--- src/rtl/cache_pkg.sv ---
// Shared types and constants for the cache/memory arbiter slice.
package cache_pkg;

    typedef enum logic [1:0] {
        HOLD  = 2'd0,
        IDLE  = 2'd1,
        FILL  = 2'd2,
        WRITE = 2'd3
    } arb_state_t;

    localparam logic [15:0] BLOCK_MASK  = 16'hFFF0;
    localparam logic        SEL_INSTR   = 1'b0;
    localparam logic        SEL_DATA    = 1'b1;
    localparam int          DEF_WORDS   = 8;
    localparam int          DEF_MEM_LAT = 4;

    // Byte address of word idx inside the block at base; base[3:0] is zero so no carry out.
    function automatic logic [15:0] word_addr(input logic [15:0] base, input logic [2:0] idx);
        return base + {12'h000, idx, 1'b0};
    endfunction

endpackage

--- src/rtl/cache_mem_arbiter_fill_counter.sv ---
// 3-bit word counter for block fills: clear, increment, terminal flag at the last word.
module fill_counter
    import cache_pkg::*;
#(
    parameter int WORDS = DEF_WORDS
) (
    input  logic       clk,
    input  logic       rst,
    input  logic       clr,
    input  logic       inc,
    output logic [2:0] cnt,
    output logic       term
);

    logic [2:0] cnt_q;
    logic [2:0] cnt_d;

    // Next count: clear wins over increment.
    always_comb begin
        cnt_d = cnt_q;
        if (clr) begin
            cnt_d = 3'd0;
        end else if (inc) begin
            cnt_d = cnt_q + 3'd1;
        end else begin
            cnt_d = cnt_q;
        end
    end

    // Count register.
    always_ff @(posedge clk) begin
        if (rst) begin
            cnt_q <= 3'd0;
        end else begin
            cnt_q <= cnt_d;
        end
    end

    assign cnt  = cnt_q;
    assign term = (cnt_q == 3'(WORDS - 1));

endmodule

--- src/rtl/cache_mem_arbiter.sv ---
// Owns the shared memory4c port: arbitrates I/D misses and D write-throughs, streams block fills.
module cache_mem_arbiter
    import cache_pkg::*;
#(
    parameter int MEM_LAT = DEF_MEM_LAT,
    parameter int WORDS   = DEF_WORDS
) (
    input  logic        clk,
    input  logic        rst,
    input  logic        i_miss,
    input  logic [15:0] i_miss_addr,
    input  logic        d_miss,
    input  logic [15:0] d_miss_addr,
    input  logic        d_wr_req,
    input  logic [15:0] d_wr_addr,
    input  logic [15:0] d_wr_data,
    output logic        i_stall,
    output logic        d_stall,
    output logic        fill_we,
    output logic        fill_sel,
    output logic [15:0] fill_word_addr,
    output logic [15:0] fill_data,
    output logic        fill_done,
    output logic        wr_ack,
    output logic        mem_enable,
    output logic        mem_wr,
    output logic [15:0] mem_addr,
    output logic [15:0] mem_data_in,
    input  logic [15:0] mem_data_out,
    input  logic        mem_data_valid
);

    localparam int HOLD_W = $clog2(MEM_LAT) + 1;

    arb_state_t        state_q, state_d;
    logic [15:0]       base_q, base_d;
    logic              sel_q, sel_d;
    logic [HOLD_W-1:0] hold_q, hold_d;
    logic              issue_done_q, issue_done_d;

    logic       iss_clr, iss_inc, iss_term;
    logic       ret_clr, ret_inc, ret_term;
    logic [2:0] iss_cnt, ret_cnt;

    fill_counter #(.WORDS(WORDS)) u_issue_cnt (
        .clk  (clk),
        .rst  (rst),
        .clr  (iss_clr),
        .inc  (iss_inc),
        .cnt  (iss_cnt),
        .term (iss_term)
    );

    fill_counter #(.WORDS(WORDS)) u_ret_cnt (
        .clk  (clk),
        .rst  (rst),
        .clr  (ret_clr),
        .inc  (ret_inc),
        .cnt  (ret_cnt),
        .term (ret_term)
    );

    // Next-state and output decode; fill issue and return sides run independently.
    always_comb begin
        state_d        = state_q;
        base_d         = base_q;
        sel_d          = sel_q;
        hold_d         = hold_q;
        issue_done_d   = issue_done_q;
        iss_clr        = 1'b0;
        iss_inc        = 1'b0;
        ret_clr        = 1'b0;
        ret_inc        = 1'b0;
        fill_we        = 1'b0;
        fill_sel       = 1'b0;
        fill_word_addr = 16'h0000;
        fill_data      = 16'h0000;
        fill_done      = 1'b0;
        wr_ack         = 1'b0;
        mem_enable     = 1'b0;
        mem_wr         = 1'b0;
        mem_addr       = 16'h0000;
        mem_data_in    = 16'h0000;

        case (state_q)
            HOLD: begin
                // Long enough for every read issued before reset to drain.
                if (hold_q == HOLD_W'(MEM_LAT - 1)) begin
                    hold_d  = '0;
                    state_d = IDLE;
                end else begin
                    hold_d  = hold_q + HOLD_W'(1);
                end
            end
            IDLE: begin
                if (i_miss) begin
                    base_d       = i_miss_addr & BLOCK_MASK;
                    sel_d        = SEL_INSTR;
                    iss_clr      = 1'b1;
                    ret_clr      = 1'b1;
                    issue_done_d = 1'b0;
                    state_d      = FILL;
                end else if (d_miss) begin
                    base_d       = d_miss_addr & BLOCK_MASK;
                    sel_d        = SEL_DATA;
                    iss_clr      = 1'b1;
                    ret_clr      = 1'b1;
                    issue_done_d = 1'b0;
                    state_d      = FILL;
                end else if (d_wr_req) begin
                    state_d      = WRITE;
                end else begin
                    state_d      = IDLE;
                end
            end
            FILL: begin
                fill_sel = sel_q;
                if (!issue_done_q) begin
                    mem_enable = 1'b1;
                    mem_addr   = word_addr(base_q, iss_cnt);
                    iss_inc    = 1'b1;
                    if (iss_term) begin
                        issue_done_d = 1'b1;
                    end else begin
                        issue_done_d = 1'b0;
                    end
                end else begin
                    iss_inc = 1'b0;
                end
                if (mem_data_valid) begin
                    fill_we        = 1'b1;
                    fill_data      = mem_data_out;
                    fill_word_addr = word_addr(base_q, ret_cnt);
                    ret_inc        = 1'b1;
                    if (ret_term) begin
                        fill_done = 1'b1;
                        state_d   = IDLE;
                    end else begin
                        state_d   = FILL;
                    end
                end else begin
                    ret_inc = 1'b0;
                end
            end
            WRITE: begin
                mem_enable  = 1'b1;
                mem_wr      = 1'b1;
                mem_addr    = d_wr_addr;
                mem_data_in = d_wr_data;
                wr_ack      = 1'b1;
                state_d     = IDLE;
            end
            default: begin
                state_d = HOLD;
            end
        endcase
    end

    // State and fill context registers.
    always_ff @(posedge clk) begin
        if (rst) begin
            state_q      <= HOLD;
            base_q       <= 16'h0000;
            sel_q        <= SEL_INSTR;
            hold_q       <= '0;
            issue_done_q <= 1'b0;
        end else begin
            state_q      <= state_d;
            base_q       <= base_d;
            sel_q        <= sel_d;
            hold_q       <= hold_d;
            issue_done_q <= issue_done_d;
        end
    end

    // Stalls are combinational so the pipeline freezes in the miss cycle itself.
    assign i_stall = i_miss;
    assign d_stall = d_miss | (d_wr_req & ~wr_ack);

endmodule

--- config.mk ---
export PLATFORM = sky130hd
export DESIGN_NAME = cache_mem_arbiter
export DESIGN_NICKNAME = d
export VERILOG_FILES = /design/src/rtl/cache_pkg.sv /design/src/rtl/cache_mem_arbiter_fill_counter.sv /design/src/rtl/cache_mem_arbiter.sv
export SDC_FILE = /design/constraint.sdc
export NUM_CORES = 1
export LEC_CHECK = 0
export CAP_MARGIN = 20
export CELL_PAD_IN_SITES_DETAIL_PLACEMENT = 1
export CELL_PAD_IN_SITES_GLOBAL_PLACEMENT = 2
export CORE_ASPECT_RATIO = 0.75
export CORE_MARGIN = 10
export CORE_UTILIZATION = 17
export DETAILED_ROUTE_END_ITERATION = 10
export GPL_TIMING_DRIVEN = 0
export HOLD_SLACK_MARGIN = 0.12
export PLACE_DENSITY_LB_ADDON = 0.12
export SYNTH_ARGS = -nofsm -noshare
export SYNTH_HDL_FRONTEND = slang
export SYNTH_SLANG_ARGS = --single-unit
export TNS_END_PERCENT = 30
--- constraint.sdc ---
create_clock -name clk -period 3.5 [get_ports clk]
set_input_delay 0.35 -clock clk [delete_from_list [all_inputs] [get_ports clk]]
set_output_delay 0.35 -clock clk [all_outputs]
set_load 0.1 [all_outputs]
==> results.md, run 1 <==
- Status: completed
- RSZ-0062 raised after global routing: false
- Reg2Reg Setup Slack: between 1500 and 2000 ps
- Max Cap Violations: 0
- Critical path class: reg2out
- Share of the synthesized area in the top cell type: a little over a quarter
- P_leak: about 1.7 nW
- Core Region: ~11000 µm²
- DRT antenna net count: 0
- Die area: between 15000 and 20000 µm²
- Drt total wl: ~9400 µm
- Initial antenna violation count: 0
- Final #Nets: between 400 and 500
- DP Area: 3540 µm²
- Measured slew at the worst slew-check pin: around 1000 ps
- Part of the power in registers: between 30% and 40%
- 1st-iter DRT viols: 68
- H-tree depth: 1
- Slew HR: between 30% and 40%
- Die height: roughly 110 µm
- CP cell instances: inv_1 -> ha_1 -> buf_2 -> clkbuf_1 -> and3_1 -> clkdlybuf4s50_1
- Crit path launch type: register
- Commonest non-fill, non-tap cells in the layout: 134 x clkdlybuf4s50_1, 33 x and3_1, 25 x dfxtp_1, 21 x nor2_1, 18 x and2_1
- CP delay by family, top: buffers and inverters
- GR Util All Layers: between 10 and 15%
- CTS Buf Count: 3
- Met2 Use GR: 16.8%
- Critical Path Stages: 6
- GPL Wtd Cong: 0.719
- HP Class: reg2reg
- Setup TNS: 0 ps
- Synthesized area: 1900 µm²
- Pins Over Slew Limit: 0
- Synthesized Nets: 317
- Fin worst setup slack: around 210 ps
- Origin of the worst setup path: state_q[0]
- Seq cells post-synth: 25
- Worst setup EP type: output port
- CP Buf/Inv Count: 4
- DRT Pass-1 Iters: 4
- IO buf count: between 100 and 150
- Total power: ~1.1 mW
- Largest stage delay, worst path: between 1000 and 1500 ps
- CTS tree: yes
- Post-Route Skew: about 2.3 ps
- Via/cell ratio: 4.21
- Setup crit end: fill_word_addr[3]
- Non-filler cells, final: between 500 and 600
- Fin Hold WS: about 480 ps
- Final core area utilization: 33.2%
- Critical Path RT: 3150 ps
- Avg WL per Cell: around 18 µm
- Synth Flop Type: dfxtp_1
- Grt met1 use: between 10% and 20%
- Pwr/cell area: about 290 nW/µm²
- Largest net degree at the start of global routing: 14
- Met3 Usage GRT: approximately 5.3%
- Final Hold Viols: 0
- Synth-to-Final Area Change: 91.5%
- Worst flop-to-flop path startpoint: state_q[0]
- Dpl cells: 506
- Synthesis Warnings: 0
- R2R cell count: 5
- Internal power: just under 0.7 mW
- Clk root buf: clkbuf_16
- Final Cell Area: approximately 3600 µm²
- CP max FO: 10
- Switching share of power: 34.7%
- Setup Slack @ Placement: 312 ps
- Detailed placer's ending HPWL: roughly 7700 µm
- Number of I/O pins: ~160
- Cts hold-fix bufs: 0
- Netlist cell types: 36
- Starting Density: 17.4%
- Switching pwr: 0.369 mW
- Worst skew pair latency: 260 ps
- Fmax: slightly above 300 MHz
- Critical path's slowest cell: clkdlybuf4s50_1
- Remaining global-route overflow: 0
- Peak supply drop: around 0.21 mV
- First-pass GRT wire length: approximately 14000 µm
- Register area share after synthesis: approximately a quarter
- RR Endpoint: state_q[1]
- Setup Buffers After CTS: 0
- Clock power share: around 25%
- Top post-synthesis cells by area: dfxtp_1 26%, and3_1 11%, a211oi_2 7.9%
- Critical Path AT: slightly below 3000 ps
- Ant. Diodes: 0
- Post-synth EDFFs: 0
- Final setup violation count: 0
- Die X: roughly 140 µm
- Synth Instances: 220
- Top cell type by total area after synthesis: dfxtp_1
- Minimum clock period after layout: ~3300 ps
- GR peak layer: met2
- Vias in the first global route: 2349
- Routed via count: around 2100
- Fin crit share: 93.9%
- Cell Rows: 33
- Most common cell after layout, fill and taps aside: clkdlybuf4s50_1
- Fraction of layout cells with a size suffix above 1: slightly below 9%
- Average size of a mapped cell: about 8.6 µm²
- Ys async rst share: 0%
- Worst-path clk slew: 70 ps
- Num Clock Sinks: 25
- CTS max path bufs: 2
- Comb power frac: between 30% and 40%
- DRC: 0
-- tightest hold or removal path, cell delays in order, from the launching register on --
cell and delay [ps]:
dfxtp_1 330, nand2_1 60, a21oi_1 50
-- power groups by stage --
stage | Sequential [mW] | Combinational, mW | Clock [mW]
floorplan | 0.371 | 0.276 | 0
global placement | 0.387 | 0.418 | 0
detailed placement | 0.387 | 0.425 | 0
CTS | 0.381 | 0.427 | 0.275
global route | 0.389 | 0.462 | 0.286
finish | 0.380 | 0.420 | 0.263
-- kinds of logic (layout without fill, tap and decap cells) --
logic type,after synthesis,in the layout,share of synthesized area [%]
XOR/XNOR,2,2,0.922
other,1,1,0.197
multiplexers,14,14,7.38
adder cells (fa/ha/maj),11,11,7.25
AO/OA/AOI/OAI,46,46,22.2
buffers and inverters,31,181,8.89
AND/OR/NAND/NOR,90,90,26.8
flip-flops,25,25,26.4
-- repair_timing --
action / in CTS / in global routing
cloned: 0 / 0
endpoints found under the setup margin: 2 / 10
resized for setup: 2 / 10
-- cell type report --
type	instances	area, µm²
Buffer	23	139
Clock buffer	4	78.8
Fill cell	1268	7300
Inverter	8	30.0
Multi-Input combinational cell	164	1230
Sequential cell	25	500
Tap cell	140	175
Timing Repair Buffer	146	1480
-- flip-flops by register name, summed over array words and instances (netlist names) --
register         flops
base_q              12
issue_done_q         1
u_issue_cnt.cnt      3
hold_q               3
state_q              2
sel_q                1
u_ret_cnt.cnt        3
-- layer usage --
layer	wire, µm	share of wire [%]
met2	3790	40
met4	20	0.21
met1	4480	48
met3	1080	12
met5	0	0
-- cell usage after synthesis, drive strengths merged, types with 2 or more instances --
cell type,number
and3,33
dfxtp,25
nor2,21
and2,18
buf,15
a211oi,14
a22o,14
mux2i,14
ha,11
a21oi,8
clkbuf,8
inv,8
nand2,5
nand2b,3
nand3,3
nor2b,3
o21ai,2
-- how the worst min path moves through the flow --
stage | start | endpoint | slack, ps | cells past startpoint
5_1_grt | hold_q[1] | hold_q[1] | 500 | 2
6_report | u_ret_cnt.cnt[2] | u_ret_cnt.cnt[2] | 480 | 2
4_1_cts | hold_q[1] | hold_q[1] | 480 | 2
3_5_place_dp | hold_q[1] | hold_q[1] | 470 | 2
2_1_floorplan | u_ret_cnt.cnt[1] | u_ret_cnt.cnt[1] | 450 | 2
3_3_place_gp | hold_q[1] | hold_q[1] | 460 | 2
No activity file was read; power rests on OpenSTA's default activity.
==> run 2: changes to the inputs <==
--- a/config.mk
+++ b/config.mk
@@ -6,11 +6,9 @@
 export NUM_CORES = 1
 export LEC_CHECK = 0
 export CAP_MARGIN = 20
-export CELL_PAD_IN_SITES_DETAIL_PLACEMENT = 1
-export CELL_PAD_IN_SITES_GLOBAL_PLACEMENT = 2
 export CORE_ASPECT_RATIO = 0.75
 export CORE_MARGIN = 10
-export CORE_UTILIZATION = 17
+export CORE_UTILIZATION = 35
 export DETAILED_ROUTE_END_ITERATION = 10
 export GPL_TIMING_DRIVEN = 0
 export HOLD_SLACK_MARGIN = 0.12
==> run 2 against run 1 <==
  * First-iteration DRC count grew 66%
  * Wire length down 14%
  * Global-route usage up 6.1 points
  * Critical path depth decreased by 1
  * Final area decreased by 3.7%
  * Clock skew is 2.4 ps higher
  * Maximum frequency is 0.68% lower
==> results.md, run 2 (synthesized netlist as in run 1, its figures left out) <==
- Status: completed
- Pwr/cell area: 275 nW/µm² (-5.8%)
- Drt total wl: 8040 µm (-14%)
- Reg2Reg Setup Slack: 1910 ps (+50 ps)
- Largest register by flop count: base_q
- Measured slew at the worst slew-check pin: 1020 ps (-6.88 ps)
- CTS Buf Count: 3 (unchanged)
- Core Region: 5300 µm² (-52%)
- Crit path launch type: register
- Pins Over Slew Limit: 0 (unchanged)
- CP max FO: 10 (unchanged)
- Setup Buffers After CTS: 0 (unchanged)
- CP delay by family, top: buffers and inverters
- GR Util All Layers: 17.2% (+6.1 points)
- Die area: 8800 µm² (-44%)
- Routed via count: 2145 (-0.14%)
- FF/Latch Area: 500 µm² (unchanged)
- Max reg flops: 12 (unchanged)
- CTS tree: yes
- GPL Wtd Cong: 0.828 (+15%)
- P_leak: 1.47 nW (-12%)
- CTS max path bufs: 2 (unchanged)
- Commonest non-fill, non-tap cells in the layout: 145 x clkdlybuf4s50_1, 33 x and3_1, 25 x dfxtp_1, 21 x nor2_1, 18 x and2_1
- RR Endpoint: state_q[1]
- DRT Pass-1 Iters: 4 (unchanged)
- Max Cap Violations: 0 (unchanged)
- Worst flop-to-flop path startpoint: state_q[0]
- Post-Route Skew: 4.66 ps (+2.39 ps)
- Worst-path clk slew: 90 ps (+20 ps)
- Critical Path AT: 2960 ps (+20 ps)
- CP Buf/Inv Count: 3 (-1)
- DRC: 0 (unchanged)
- Synth-to-Final Area Change: 84.4%
- Area used by multi-input combinational logic: 1230 µm² (unchanged)
- Worst setup EP type: output port
- Peak supply drop: 0.241 mV (+15%)
- Final setup violation count: 0 (unchanged)
- DRT antenna net count: 0 (unchanged)
- Slew HR: 31.8% (+0.46 points)
- H-tree depth: 1 (unchanged)
- Most common cell after layout, fill and taps aside: clkdlybuf4s50_1
- RSZ-0062 raised after global routing: false
- Total power: 0.963 mW (-9.3%)
- Detailed placer's ending HPWL: 6760 µm (-12%)
- Critical Path Stages: 5 (-1)
- Largest stage delay, worst path: 1160 ps (about the same)
- IO buf count: 146 (unchanged)
- Remaining global-route overflow: 0 (unchanged)
- Setup crit end: mem_addr[1]
- Minimum clock period after layout: 3310 ps (+22.5 ps)
- Fin crit share: 94.6% (+0.64 points)
- Initial antenna violation count: 0 (unchanged)
- Critical path's slowest cell: clkdlybuf4s50_1
- Setup TNS: 0 ps (unchanged)
- Ant. Diodes: 0 (unchanged)
- Num Clock Sinks: 25 (unchanged)
- Die height: 83.8 µm (-25%)
- Clk root buf: clkbuf_8
- Fmax: 302 MHz (-0.68%)
- First-pass GRT wire length: 12500 µm (-11%)
- Via/cell ratio: 4.82 (+14%)
- Starting Density: 35.9% (+19 points)
- DP Area: 3450 µm² (-2.3%)
- FILL cells: 480 (-62%)
- Origin of the worst setup path: state_q[1]
- Die X: 105 µm (-26%)
- Critical path class: reg2out
- Avg WL per Cell: 18.1 µm (-1.7%)
- Cell Rows: 23 (-30%)
- Final Hold Viols: 0 (unchanged)
- Final Cell Area: 3500 µm² (-3.7%)
- Worst skew pair latency: 260 ps (about the same)
- Final #Nets: 468 (unchanged)
- Vias in the first global route: 2187 (-6.9%)
- Number of I/O pins: 158 (unchanged)
- CP cell instances: ha_1 -> clkbuf_1 -> buf_2 -> a22o_1 -> clkdlybuf4s50_1
- 1st-iter DRT viols: 113 (+66%)
- HP Class: reg2reg
- Largest net degree at the start of global routing: 14 (unchanged)
- R2R cell count: 5 (unchanged)
- Fraction of layout cells with a size suffix above 1: 8.92% (unchanged)
- Critical Path RT: 3150 ps (about the same)
-- run 2: report_power, final --
part | switching (mW) | internal, mW | total (mW)
Clock | 0.0885 | 0.0813 | 0.170
Combinational | 0.215 | 0.200 | 0.415
Sequential | 0.0410 | 0.337 | 0.378
Total | 0.345 | 0.619 | 0.963
-- run 2: layout make-up --
| cell class | count | share of cell area (%) |
|---|---|---|
| inverter | 8 | 0.857 |
| buffer | 23 | 3.97 |
| timing repair buffer | 146 | 41.8 |
| multi-input combinational | 164 | 35.1 |
| tap | 75 | 2.68 |
| sequential | 25 | 14.3 |
| clock buffer | 4 | 1.29 |
-- run 2: stage by stage --
step	hold slack (ps)	util (%)	cells	setup WS (ps)
after floorplan	449	-	220	91.0
after detailed placement	465	65.2	441	452
after CTS	476	66.1	445	149
after global placement	458	65.2	441	467
after global routing	494	66.1	445	39.3
final	474	66.1	445	191
-- run 2: per-layer routing --
layer | track usage [%] | vias up | wire, µm
met5 | 0 | - | 0
met4 | 1.24 | 0 | 19
met3 | 6.79 | 2 | 866
met2 | 28.1 | 113 | 3660
met1 | 21.7 | 954 | 3500
li1 | - | 1076 | -
-- run 2: worst register-to-register path, cell delays in order, from the launching register on --
cell and delay [ps]:
dfxtp_1 420, inv_1 120, ha_1 300, nor2b_1 200
a2111o_1 390, o21ai_1 110
-- run 2: what timing repair did --
action                     4_1_cts  5_1_grt
setup endpoints to repair        0        1
hold buffers                     0        0
gates resized for setup          0        1
-- run 2: how the worst min path moves through the flow --
stage / slack, ps / cells past startpoint / startpoint / endpoint
2_1_floorplan: 450 / 2 / u_ret_cnt.cnt[1] / u_ret_cnt.cnt[1]
3_3_place_gp: 460 / 2 / u_ret_cnt.cnt[1] / u_ret_cnt.cnt[1]
3_5_place_dp: 460 / 2 / u_ret_cnt.cnt[2] / u_ret_cnt.cnt[2]
4_1_cts: 480 / 2 / u_ret_cnt.cnt[2] / u_ret_cnt.cnt[2]
5_1_grt: 490 / 1 / hold_q[2] / hold_q[2]
6_report: 470 / 2 / u_ret_cnt.cnt[2] / u_ret_cnt.cnt[2]
